[src/rtl/fwd_pkg.sv]
// Shared definitions for the operand-forwarding selector.
//   NLANE    : issue width (lanes per bundle)
//   NSTAGE   : number of in-flight result stages tracked
//   NENTRY   : total tracked results, which is also the result-mux width
//   SEL_NONE : select code meaning "read the register file"
//   fwd_entry_t : one tracked result {valid, dst, load}
package fwd_pkg;

  localparam int unsigned NLANE  = 4;
  localparam int unsigned NSTAGE = 3;
  localparam int unsigned NENTRY = NLANE * NSTAGE;

  localparam logic [3:0] SEL_NONE = 4'hF;

  typedef struct packed {
    logic       valid;
    logic [4:0] dst;
    logic       load;
  } fwd_entry_t;

endpackage

[src/rtl/fwd_lookup.sv]
// Priority search of the in-flight result table for one source operand.
// Ports:
//   entries    : flattened table, index = stage*NLANE + lane (stage 0 youngest)
//   q_valid    : query active
//   q_src      : source register queried
//   q_sel      : winning entry index, or SEL_NONE
//   q_hit      : a forwarding source was found
//   load_stall : winner is a load still in stage 0 (value not yet available)
module fwd_lookup
  import fwd_pkg::*;
#(
  parameter int unsigned NLANE  = fwd_pkg::NLANE,
  parameter int unsigned NSTAGE = fwd_pkg::NSTAGE
) (
  input  fwd_entry_t [NSTAGE*NLANE-1:0] entries,
  input  logic                          q_valid,
  input  logic [4:0]                    q_src,
  output logic [3:0]                    q_sel,
  output logic                          q_hit,
  output logic                          load_stall
);

  localparam int unsigned IW = (NSTAGE * NLANE > 1) ? $clog2(NSTAGE * NLANE) : 1;

  logic [IW-1:0] idx;

  // Entries are visited from lowest to highest priority (oldest stage first, lane 0 first
  // within a stage), so the last match seen is the winner.
  always_comb begin
    q_sel      = SEL_NONE;
    q_hit      = 1'b0;
    load_stall = 1'b0;
    idx        = '0;
    if (q_valid && (q_src != 5'd0)) begin
      for (int unsigned k = 0; k < NSTAGE; k++) begin
        for (int unsigned l = 0; l < NLANE; l++) begin
          idx = IW'((NSTAGE - 1 - k) * NLANE + l);
          if (entries[idx].valid && (entries[idx].dst == q_src)) begin
            q_sel      = 4'(idx);
            q_hit      = 1'b1;
            load_stall = (k == NSTAGE - 1) && entries[idx].load;
          end
        end
      end
    end
  end

endmodule

[src/rtl/fwd_select.sv]
// Forwarding-source selector: tracks the destinations of in-flight results and, for each
// source-operand query, picks the youngest producer as a select code for the result mux.
// Ports:
//   clk, reset  : clock and synchronous active-high reset
//   advance     : pipeline moves one stage this cycle
//   flush       : discard all in-flight entries
//   issue_*     : issuing bundle (valid, write-enable, load, destination per lane)
//   q_valid/src : source-operand queries
//   q_sel/q_hit : per-query mux select (SEL_NONE if none) and hit flag
//   stall       : some query depends on a load still in stage 0
module fwd_select
  import fwd_pkg::*;
#(
  parameter int unsigned NLANE  = fwd_pkg::NLANE,
  parameter int unsigned NSTAGE = fwd_pkg::NSTAGE,
  parameter int unsigned NQ     = 8
) (
  input  logic                  clk,
  input  logic                  reset,
  input  logic                  advance,
  input  logic                  flush,
  input  logic [NLANE-1:0]      issue_valid,
  input  logic [NLANE-1:0]      issue_wen,
  input  logic [NLANE-1:0]      issue_load,
  input  logic [NLANE-1:0][4:0] issue_dst,
  input  logic [NQ-1:0]         q_valid,
  input  logic [NQ-1:0][4:0]    q_src,
  output logic [NQ-1:0][3:0]    q_sel,
  output logic [NQ-1:0]         q_hit,
  output logic                  stall
);

  // Flat table, index = stage*NLANE + lane, so the low NLANE entries are stage 0.
  fwd_entry_t [NSTAGE*NLANE-1:0] ent_q, ent_d;
  fwd_entry_t [NLANE-1:0]        new_stage;
  logic       [NQ-1:0]           load_stall;

  assign stall = |load_stall;

  // A stalled bundle enters as a bubble; x0 writes are never forwarded.
  for (genvar l = 0; l < NLANE; l++) begin : g_new
    assign new_stage[l].valid = issue_valid[l] & issue_wen[l] & (issue_dst[l] != 5'd0) & ~stall;
    assign new_stage[l].dst   = issue_dst[l];
    assign new_stage[l].load  = issue_load[l];
  end

  always_comb begin
    ent_d = ent_q;
    if (flush) begin
      ent_d = '0;
    end else if (advance) begin
      // Shifting the flat vector up by one stage drops the oldest stage.
      ent_d = {ent_q[(NSTAGE-1)*NLANE-1:0], new_stage};
    end
  end

  always_ff @(posedge clk) begin
    if (reset) begin
      ent_q <= '0;
    end else begin
      ent_q <= ent_d;
    end
  end

  for (genvar q = 0; q < NQ; q++) begin : g_q
    fwd_lookup #(
      .NLANE  (NLANE),
      .NSTAGE (NSTAGE)
    ) u_lookup (
      .entries    (ent_q),
      .q_valid    (q_valid[q]),
      .q_src      (q_src[q]),
      .q_sel      (q_sel[q]),
      .q_hit      (q_hit[q]),
      .load_stall (load_stall[q])
    );
  end

endmodule

[config.mk]
export PLATFORM = sky130hd
export DESIGN_NAME = fwd_select
export DESIGN_NICKNAME = d
export VERILOG_FILES = /design/src/rtl/fwd_pkg.sv /design/src/rtl/fwd_lookup.sv /design/src/rtl/fwd_select.sv
export SDC_FILE = /design/constraint.sdc
export NUM_CORES = 1
export LEC_CHECK = 0
export CAP_MARGIN = 5
export CORE_UTILIZATION = 60
export CTS_CLUSTER_SIZE = 24
export DETAILED_ROUTE_END_ITERATION = 8
export DONT_BUFFER_PORTS = 1
export PLACE_DENSITY = 0.8
export SETUP_SLACK_MARGIN = 0.02
export SLEW_MARGIN = 20
export SYNTH_ARGS = -nofsm -noshare
export SYNTH_HDL_FRONTEND = slang
export SYNTH_SLANG_ARGS = --single-unit
[constraint.sdc]
create_clock -name clk -period 6 [get_ports clk]
set_input_delay 0.3 -clock clk [delete_from_list [all_inputs] [get_ports clk]]
set_output_delay 0.3 -clock clk [all_outputs]
set_load 0.1 [all_outputs]
==> results of run 1 <==
## path summary, 6_finish.rpt
check	slack, ns	to	from	depth (start not counted)
max	1.81	q_hit[4]	ent_q[32]	6
min	0.09	ent_q[1]	issue_dst[0]	2
max reg2reg	2.98	ent_q[6]	ent_q[10]	8
min reg2reg	0.58	ent_q[14]	ent_q[14]	2
## worst register-to-register path, cell delays in order (launching register included)
cell	delay [ns]
dfxtp_1	0.89
xor2_1	0.15
nor4_1	0.27
and3_1	0.31
mux2i_1	0.21
o221ai_1	0.15
a22o_1	0.36
nor4_4	0.44
a22o_1	0.19
## power groups by stage
stage	clock network (mW)	logic [mW]	registers, mW
global placement	0	0.214	0.561
finish	0.592	0.228	0.554
global route	0.615	0.250	0.552
CTS	0.591	0.226	0.550
detailed placement	0	0.224	0.562
floorplan	0	0.305	0.525
## kinds of logic (layout without fill, tap and decap cells)
logic type,Yosys count,after routing,share of synthesized area [%]
simple gates,402,402,21.5
flops,76,76,14.6
compound gates,118,118,7.84
buf+inv,156,34,8.28
mux,76,76,7.30
xor+xnor,480,480,40.5
## final cells by class
type / count / area share [%]
clock buffer: 9 / 2.18
clock inverter: 7 / 0.847
inverter: 10 / 0.363
multi-input combinational: 1076 / 78.5
sequential: 76 / 14.7
tap: 220 / 2.66
timing repair buffer: 8 / 0.774
## routing by layer
metal | vias up | GRT usage, %
li1 | 4170 | -
met2 | 839 | 60.7
met1 | 4578 | 49.5
met5 | - | 0
met4 | 0 | 34.0
met3 | 271 | 12.7
## synth_stat cells (all sizes together) (6+ instances only)
| master | instances |
|---|---|
| a21o | 8 |
| a21oi | 32 |
| a31oi | 7 |
| and2 | 6 |
| and3 | 72 |
| buf | 92 |
| clkbuf | 54 |
| dfxtp | 76 |
| inv | 10 |
| mux2i | 76 |
| nand2 | 19 |
| nand2b | 11 |
| nand3 | 31 |
| nor2 | 114 |
| nor2b | 10 |
| nor4 | 101 |
| o21ai | 24 |
| o21bai | 8 |
| o31ai | 6 |
| or3 | 7 |
| or4 | 8 |
| xnor2 | 100 |
| xor2 | 380 |
==> impl_results.html, run 1 <==
<table>
<tr><th>Metric</th><th>Value</th></tr>
<tr><th colspan="2">Floorplanning</th></tr>
<tr><td>Y dimension of the die</td><td>roughly 130 µm</td></tr>
<tr><td>Core area</td><td>around 17000 µm²</td></tr>
<tr><td>Effective utilization at floorplan</td><td>62.2%</td></tr>
<tr><td>IO Pins</td><td>125</td></tr>
<tr><td>Overall die width</td><td>roughly 130 µm</td></tr>
<tr><td>DIE AREA</td><td>17900 µm²</td></tr>
<tr><td>Number of placement rows</td><td>47</td></tr>
<tr><th colspan="2">Logic synthesis</th></tr>
<tr><td>Syn_nets</td><td>1392</td></tr>
<tr><td>Portion of the post-synthesis area used by sequential elements</td><td>14.6%</td></tr>
<tr><td>Share of the synthesized area in the top cell type</td><td>31.8%</td></tr>
<tr><td>Cells taking the most area after synthesis</td><td>xor2_1 (32%), dfxtp_1 (15%), xnor2_1 (8.4%)</td></tr>
<tr><td>Leading register cell type out of synthesis</td><td>dfxtp_1</td></tr>
<tr><td>Flop and latch count out of synthesis</td><td>76</td></tr>
<tr><td>Library cells used by synthesis</td><td>61</td></tr>
<tr><td>Average footprint of a synthesized cell</td><td>7.97 µm²</td></tr>
<tr><td>Gate count after technology mapping</td><td>1308</td></tr>
<tr><td>Synth Warn #</td><td>0</td></tr>
<tr><td>Cell area after synthesis</td><td>10400 µm²</td></tr>
<tr><td>Number of flops mapped to enable cells by yosys</td><td>0</td></tr>
<tr><td>Synth async-reset ratio</td><td>0%</td></tr>
<tr><td>Area leader, netlist</td><td>xor2_1</td></tr>
<tr><th colspan="2">Clock network</th></tr>
<tr><td>TritonCTS clock tree</td><td>yes</td></tr>
<tr><td>CTS root buf</td><td>clkbuf_16</td></tr>
<tr><td>Number of H-tree levels</td><td>3</td></tr>
<tr><td>Hold Buf Count CTS</td><td>0</td></tr>
<tr><td>CTS Buf Count</td><td>9</td></tr>
<tr><td>Num Clock Sinks</td><td>76</td></tr>
<tr><td>Maximum root-to-sink buffer count</td><td>2</td></tr>
<tr><td>Clock network latency to the later pin of the worst-skew pair</td><td>~0.35 ns</td></tr>
<tr><td>Clock transition time at the flip-flop clock pins of the worst setup and hold paths</td><td>around 0.07 ns</td></tr>
<tr><td>Number of setup buffers added after CTS</td><td>0</td></tr>
<tr><td>Cts repair resizes</td><td>0</td></tr>
<tr><th colspan="2">Power and ir drop</th></tr>
<tr><td>Combinational power share</td><td>16.6%</td></tr>
<tr><td>Net switching power of the design</td><td>400 µW</td></tr>
<tr><td>VDD IR-drop max</td><td>roughly 180 µV</td></tr>
<tr><td>Leakage power</td><td>roughly 4.9 nW</td></tr>
<tr><td>Clock Power Share</td><td>43.1%</td></tr>
<tr><td>Cell internal pwr</td><td>974 µW</td></tr>
<tr><td>P per Cell Area</td><td>133 nW/µm²</td></tr>
<tr><td>Seq pwr share</td><td>40.4%</td></tr>
<tr><td>Post-layout power</td><td>1.37 mW</td></tr>
<tr><td>Fraction of power spent switching nets</td><td>around 29%</td></tr>
<tr><th colspan="2">Critical path</th></tr>
<tr><td>Library cell appearing most often on the critical path</td><td>nor4_1</td></tr>
<tr><td>Peak fanout along the critical path</td><td>10</td></tr>
<tr><td>Critical Path Max Stage Delay</td><td>0.81 ns</td></tr>
<tr><td>CP Buf/Inv Count</td><td>0</td></tr>
<tr><td>Arrival time of the worst setup path</td><td>3.89 ns</td></tr>
<tr><td>Critical Path RT</td><td>5.70 ns</td></tr>
<tr><td>Endpoint kind of the worst setup timing path</td><td>output pin</td></tr>
<tr><td>Critical Setup Path Class</td><td>reg2out</td></tr>
<tr><td>Chain of cells forming the critical path</td><td>xor2_1, nor4_1, and3_1, nor4_1, a21o_1, nand2b_1</td></tr>
<tr><td>CP delay by family, top</td><td>simple AND/OR/NAND/NOR gates</td></tr>
<tr><td>Critical path startpoint category</td><td>flip-flop</td></tr>
<tr><td>Slowest-stage cell, CP</td><td>a21o_1</td></tr>
<tr><th colspan="2">Global route</th></tr>
<tr><td>Pin count of the biggest net entering global routing</td><td>75</td></tr>
<tr><td>Antenna violations before repair</td><td>1</td></tr>
<tr><td>Vias in the first global route</td><td>9661</td></tr>
<tr><td>Total congestion overflow</td><td>0</td></tr>
<tr><td>Wire length of the first global-routing pass</td><td>55900 µm</td></tr>
<tr><td>Aggregate global-route resource usage</td><td>41.3%</td></tr>
<tr><th colspan="2">Cells and area</th></tr>
<tr><td>Area of the multi-input gates</td><td>8120 µm²</td></tr>
<tr><td>Post-layout instance count excluding filler cells</td><td>1406</td></tr>
<tr><td>Register cell area after layout</td><td>1520 µm²</td></tr>
<tr><td>Commonest non-fill, non-tap cell in the layout</td><td>xor2_1</td></tr>
<tr><td>Largest register FFs</td><td>76</td></tr>
<tr><td>Nets</td><td>1265</td></tr>
<tr><td>Core occupancy in the finished layout</td><td>between 60 and 70%</td></tr>
<tr><td>Final Cell Area</td><td>10300 µm²</td></tr>
<tr><td>Fraction of final layout cells with drive strength greater than 1</td><td>4.72%</td></tr>
<tr><td>Most used cells in the layout excluding fill and tap cells</td><td>xor2_1 (378), nor2_1 (113), xnor2_1 (100), nor4_1 (95)</td></tr>
<tr><td>Register with the highest flop count</td><td>ent_q</td></tr>
<tr><td>N_diodes</td><td>0</td></tr>
<tr><td>Largest regs</td><td>ent_q (76)</td></tr>
<tr><td>Fill cell instance count of the final layout</td><td>1475</td></tr>
<tr><td>Signed area change from the synthesized netlist to the final layout</td><td>-0.732%</td></tr>
<tr><th colspan="2">Timing</th></tr>
<tr><td>Total count of max-transition violations in the final report</td><td>0</td></tr>
<tr><td>Setup violations, final</td><td>0</td></tr>
<tr><td>Highest clock rate</td><td>239 MHz</td></tr>
<tr><td>Transition at the pin with the smallest max-transition slack</td><td>1.18 ns</td></tr>
<tr><td>Clk_skew</td><td>0.00961 ns</td></tr>
<tr><td>Setup repair after global routing missed its margin</td><td>no</td></tr>
<tr><td>Setup TNS</td><td>0 ns</td></tr>
<tr><td>Worst-case hold slack</td><td>around 0.092 ns</td></tr>
<tr><td>Clock period minus worst slack</td><td>4.19 ns</td></tr>
<tr><td>Post-route worst setup slack</td><td>1.81 ns</td></tr>
<tr><td>Headroom to the max-slew limit</td><td>21.6%</td></tr>
<tr><td>Fin crit share</td><td>69.8%</td></tr>
<tr><td>Number of hold-slack violations in the final timing report</td><td>0</td></tr>
<tr><th colspan="2">Route</th></tr>
<tr><td>Number of vias after detailed routing</td><td>slightly below 10000</td></tr>
<tr><td>Pre-Repair DR Iteration Count</td><td>7</td></tr>
<tr><td>Routed wl met2</td><td>approximately 15000 µm</td></tr>
<tr><td>Total wire length</td><td>37100 µm</td></tr>
<tr><td>Average routed wire per standard cell</td><td>26.4 µm</td></tr>
<tr><td>Metal1 wirelength</td><td>roughly 13000 µm</td></tr>
<tr><td>Post-detailed-route via-to-cell ratio</td><td>7.01</td></tr>
<tr><td>Top routing layer in use</td><td>met4</td></tr>
<tr><td>Remaining DRCs</td><td>0</td></tr>
<tr><td>Iter 0 DRT Violations</td><td>1236</td></tr>
<tr><td>Met3 routed WL</td><td>about 5200 µm</td></tr>
<tr><td>Residual antenna-violating net count after detailed routing</td><td>0</td></tr>
<tr><th colspan="2">Place</th></tr>
<tr><td>Routability Congestion</td><td>1.02</td></tr>
<tr><td>Number of I/O port buffers</td><td>0</td></tr>
<tr><td>Placed wire-length estimate</td><td>24900 µm</td></tr>
<tr><td>Total cell area at the placement stage</td><td>between 10000 and 15000 µm²</td></tr>
<tr><td># placed instances</td><td>around 1400</td></tr>
<tr><td>Worst setup slack after placement</td><td>2.32 ns</td></tr>
<tr><th colspan="2">Run</th></tr>
<tr><td>Number of max-cap violations</td><td>0</td></tr>
<tr><th colspan="2">Outcome</th></tr>
<tr><td>Run status</td><td>finished clean</td></tr>
<tr><th colspan="2">Hold path</th></tr>
<tr><td>Worst hold path type</td><td>in2reg</td></tr>
</table>
Note: power is estimated with default switching activity, not from simulation.
==> run 2, diff against run 1 <==
==> constraint.sdc (replaced) <==
create_clock -name clk -period 4.2 [get_ports clk]
set_input_delay 0.21 -clock clk [delete_from_list [all_inputs] [get_ports clk]]
set_output_delay 0.21 -clock clk [all_outputs]
set_load 0.1 [all_outputs]
==> run 2 against run 1 <==
Clock power up 41%. Combinational power up 54%. Register-to-register slack worse by 1.8 ns. Utilization up 2.1 points. Clock skew up 0.00078 ns. Design area up 3.3%. Critical endpoint is now q_hit[5].
==> impl_results.html, run 2 (synthesized netlist as in run 1, its figures left out) <==
<table>
<tr><th>Metric</th><th>Value</th></tr>
<tr><th colspan="2">Timing</th></tr>
<tr><td>Clk_skew</td><td>0.0104 ns (+0.000784 ns)</td></tr>
<tr><td>Total count of max-transition violations in the final report</td><td>0 (unchanged)</td></tr>
<tr><td>Setup TNS</td><td>0 ns (unchanged)</td></tr>
<tr><td>Number of hold-slack violations in the final timing report</td><td>0 (unchanged)</td></tr>
<tr><td>Clock period minus worst slack</td><td>~3.5 ns</td></tr>
<tr><td>Headroom to the max-slew limit</td><td>27.0% (+5.4 points)</td></tr>
<tr><td>Setup repair after global routing missed its margin</td><td>no</td></tr>
<tr><td>Transition at the pin with the smallest max-transition slack</td><td>1.09 ns (-0.0853 ns)</td></tr>
<tr><td>Fin crit share</td><td>83.7%</td></tr>
<tr><td>Setup violations, final</td><td>0 (unchanged)</td></tr>
<tr><td>Highest clock rate</td><td>284 MHz</td></tr>
<tr><th colspan="2">Global route</th></tr>
<tr><td>Antenna violations before repair</td><td>1 (unchanged)</td></tr>
<tr><td>Aggregate global-route resource usage</td><td>44.5% (+3.2 points)</td></tr>
<tr><td>Wire length of the first global-routing pass</td><td>59300 µm (+6.2%)</td></tr>
<tr><td>Pin count of the biggest net entering global routing</td><td>75 (unchanged)</td></tr>
<tr><td>Vias in the first global route</td><td>9934 (+2.8%)</td></tr>
<tr><td>Total congestion overflow</td><td>0 (unchanged)</td></tr>
<tr><th colspan="2">Power and ir drop</th></tr>
<tr><td>Seq pwr share</td><td>39.6% (-0.8 points)</td></tr>
<tr><td>P per Cell Area</td><td>184 nW/µm² (+38%)</td></tr>
<tr><td>Post-layout power</td><td>1.97 mW (+43%)</td></tr>
<tr><td>VDD IR-drop max</td><td>181 µV (+3.3%)</td></tr>
<tr><td>Cell internal pwr</td><td>1.35 mW (+39%)</td></tr>
<tr><td>Combinational power share</td><td>17.9% (+1.3 points)</td></tr>
<tr><td>Clock Power Share</td><td>42.5% (-0.6 points)</td></tr>
<tr><td>Net switching power of the design</td><td>612 µW (+53%)</td></tr>
<tr><td>Leakage power</td><td>5.05 nW (+3.6%)</td></tr>
<tr><td>Fraction of power spent switching nets</td><td>31.2% (+2.1 points)</td></tr>
<tr><th colspan="2">Route</th></tr>
<tr><td>Number of vias after detailed routing</td><td>10300 (+4.9%)</td></tr>
<tr><td>Residual antenna-violating net count after detailed routing</td><td>0 (unchanged)</td></tr>
<tr><td>Average routed wire per standard cell</td><td>27.9 µm (+5.5%)</td></tr>
<tr><td>Total wire length</td><td>40400 µm (+8.9%)</td></tr>
<tr><td>Pre-Repair DR Iteration Count</td><td>6 (-1)</td></tr>
<tr><td>Remaining DRCs</td><td>0 (unchanged)</td></tr>
<tr><td>Iter 0 DRT Violations</td><td>1538 (+24%)</td></tr>
<tr><td>Post-detailed-route via-to-cell ratio</td><td>7.13 (+1.6%)</td></tr>
<tr><th colspan="2">Critical path</th></tr>
<tr><td>Cell depth of the worst flop-to-flop path</td><td>8 (unchanged)</td></tr>
<tr><td>CP Buf/Inv Count</td><td>1 (+1)</td></tr>
<tr><td>Path length in cells of the critical path</td><td>7 (+1)</td></tr>
<tr><td>Critical Setup Path Class</td><td>reg2out</td></tr>
<tr><td>Critical Path Max Stage Delay</td><td>0.81 ns (about the same)</td></tr>
<tr><td>Start of the worst register-to-register path</td><td>ent_q[18]</td></tr>
<tr><td>Critical path startpoint category</td><td>flip-flop</td></tr>
<tr><td>Critical Path RT</td><td>3.99 ns (-1.71 ns)</td></tr>
<tr><td>Critical path origin</td><td>ent_q[46]</td></tr>
<tr><td>Endpoint kind of the worst setup timing path</td><td>output pin</td></tr>
<tr><td>Peak fanout along the critical path</td><td>10 (unchanged)</td></tr>
<tr><td>CP delay by family, top</td><td>simple AND/OR/NAND/NOR gates</td></tr>
<tr><td>Slowest-stage cell, CP</td><td>a21o_1</td></tr>
<tr><td>Library cell appearing most often on the critical path</td><td>nor4_1</td></tr>
<tr><td>Chain of cells forming the critical path</td><td>xor2_1, nor4_1, and3_1, nor4_1, a21o_1, nand2b_1, buf_4</td></tr>
<tr><td>Arrival time of the worst setup path</td><td>3.31 ns (-0.58 ns)</td></tr>
<tr><th colspan="2">Floorplanning</th></tr>
<tr><td>Core area</td><td>16800 µm² (unchanged)</td></tr>
<tr><td>Overall die width</td><td>134 µm (unchanged)</td></tr>
<tr><td>IO Pins</td><td>125 (unchanged)</td></tr>
<tr><td>Y dimension of the die</td><td>134 µm (unchanged)</td></tr>
<tr><td>Number of placement rows</td><td>47 (unchanged)</td></tr>
<tr><td>Effective utilization at floorplan</td><td>62.2% (unchanged)</td></tr>
<tr><td>DIE AREA</td><td>17900 µm² (unchanged)</td></tr>
<tr><th colspan="2">Clock network</th></tr>
<tr><td>CTS root buf</td><td>clkbuf_16</td></tr>
<tr><td>TritonCTS clock tree</td><td>yes</td></tr>
<tr><td>Clock transition time at the flip-flop clock pins of the worst setup and hold paths</td><td>0.08 ns (about the same)</td></tr>
<tr><td>Cts repair resizes</td><td>0 (unchanged)</td></tr>
<tr><td>Number of H-tree levels</td><td>3 (unchanged)</td></tr>
<tr><td>CTS Buf Count</td><td>9 (unchanged)</td></tr>
<tr><td>Num Clock Sinks</td><td>76 (unchanged)</td></tr>
<tr><td>Clock network latency to the later pin of the worst-skew pair</td><td>0.37 ns (+0.02 ns)</td></tr>
<tr><td>Maximum root-to-sink buffer count</td><td>2 (unchanged)</td></tr>
<tr><th colspan="2">Cells and area</th></tr>
<tr><td>Fill cell instance count of the final layout</td><td>1403 (-4.9%)</td></tr>
<tr><td>Register with the highest flop count</td><td>ent_q</td></tr>
<tr><td>Fraction of final layout cells with drive strength greater than 1</td><td>6.59% (+1.9 points)</td></tr>
<tr><td>Most used cells in the layout excluding fill and tap cells</td><td>xor2_1 (378), nor2_1 (113), xnor2_1 (100), nor4_1 (95)</td></tr>
<tr><td>Signed area change from the synthesized netlist to the final layout</td><td>2.57%</td></tr>
<tr><td>Area of the multi-input gates</td><td>8110 µm² (about the same)</td></tr>
<tr><td>Nets</td><td>1309 (+3.5%)</td></tr>
<tr><td>Largest regs</td><td>ent_q (76)</td></tr>
<tr><td>Register cell area after layout</td><td>1520 µm² (unchanged)</td></tr>
<tr><td>Post-layout instance count excluding filler cells</td><td>1451 (+3.2%)</td></tr>
<tr><td>Largest register FFs</td><td>76 (unchanged)</td></tr>
<tr><td>Commonest non-fill, non-tap cell in the layout</td><td>xor2_1</td></tr>
<tr><th colspan="2">Hold path</th></tr>
<tr><td>Worst hold path type</td><td>in2reg</td></tr>
<tr><td>Hold path depth</td><td>2 (unchanged)</td></tr>
<tr><td>Hold path startpoint</td><td>issue_load[3]</td></tr>
<tr><th colspan="2">Place</th></tr>
<tr><td>Routability Congestion</td><td>1.02 (-0.54%)</td></tr>
<tr><td>Placed wire-length estimate</td><td>26300 µm (+5.7%)</td></tr>
<tr><td># placed instances</td><td>1415 (+1.8%)</td></tr>
<tr><td>Number of I/O port buffers</td><td>0 (unchanged)</td></tr>
<tr><th colspan="2">Run</th></tr>
<tr><td>Number of max-cap violations</td><td>0 (unchanged)</td></tr>
<tr><th colspan="2">Outcome</th></tr>
<tr><td>Run status</td><td>finished clean</td></tr>
</table>
## run 2: cell count changes in the layout (fill, tap and decap cells not counted)
cell,previous run,this run
a21oi_2,4,6
a21oi_4,3,1
buf_16,1,0
buf_4,7,33
bufinv_16,1,0
clkinv_4,1,0
clkinv_8,0,1
diode_2,0,1
dlygate4sd3_1,0,19
inv_8,2,3
o311ai_2,1,0
o311ai_4,1,2
## run 2: path summary, 6_finish.rpt
kind | slack [ns] | end
max | 0.68 | q_hit[5]
min | 0.002 | ent_q[21]
max reg2reg | 1.22 | ent_q[6]
min reg2reg | 0.62 | ent_q[14]
## run 2: layout make-up
type                       count  area share [%]
antenna                        1          0.0234
clock buffer                   9            2.11
clock inverter                 7           0.714
inverter                      10           0.351
multi-input combinational   1076            75.9
sequential                    76            14.2
tap                          220            2.57
timing repair buffer          52            4.10
## run 2: power groups by stage
stage	clock [mW]	sequential, mW	combinational (mW)
CTS	0.833	0.774	0.345
detailed placement	0	0.791	0.327
global placement	0	0.790	0.313
global route	0.865	0.777	0.382
finish	0.835	0.778	0.352
floorplan	0	0.750	0.436
## run 2: per-stage QoR
step,setup WS (ns),hold WS (ns),cell area (µm²),utilization (%)
after floorplan,0.168,0.357,10400,-
after global placement,1.24,0.360,10200,60.8
after detailed placement,1.13,0.366,10200,60.8
after CTS,0.743,0.000152,10700,63.7
after global routing,0.566,0.00918,10700,63.8
final,0.683,0.00195,10700,63.8
## run 2: layer usage
| layer | global-route usage (%) | up-vias | routed length (µm) |
|---|---|---|---|
| li1 | - | 4256 | - |
| met1 | 55.3 | 4794 | 14400 |
| met2 | 64.2 | 955 | 16200 |
| met3 | 15.6 | 332 | 6440 |
| met4 | 30.5 | 2 | 3390 |
| met5 | 0 | - | 18 |
## run 2: timing repair
item                                   4_1_cts  5_1_grt
endpoints found under the hold margin       17        0
setup buffers                                0        0
hold buffers                                19        0
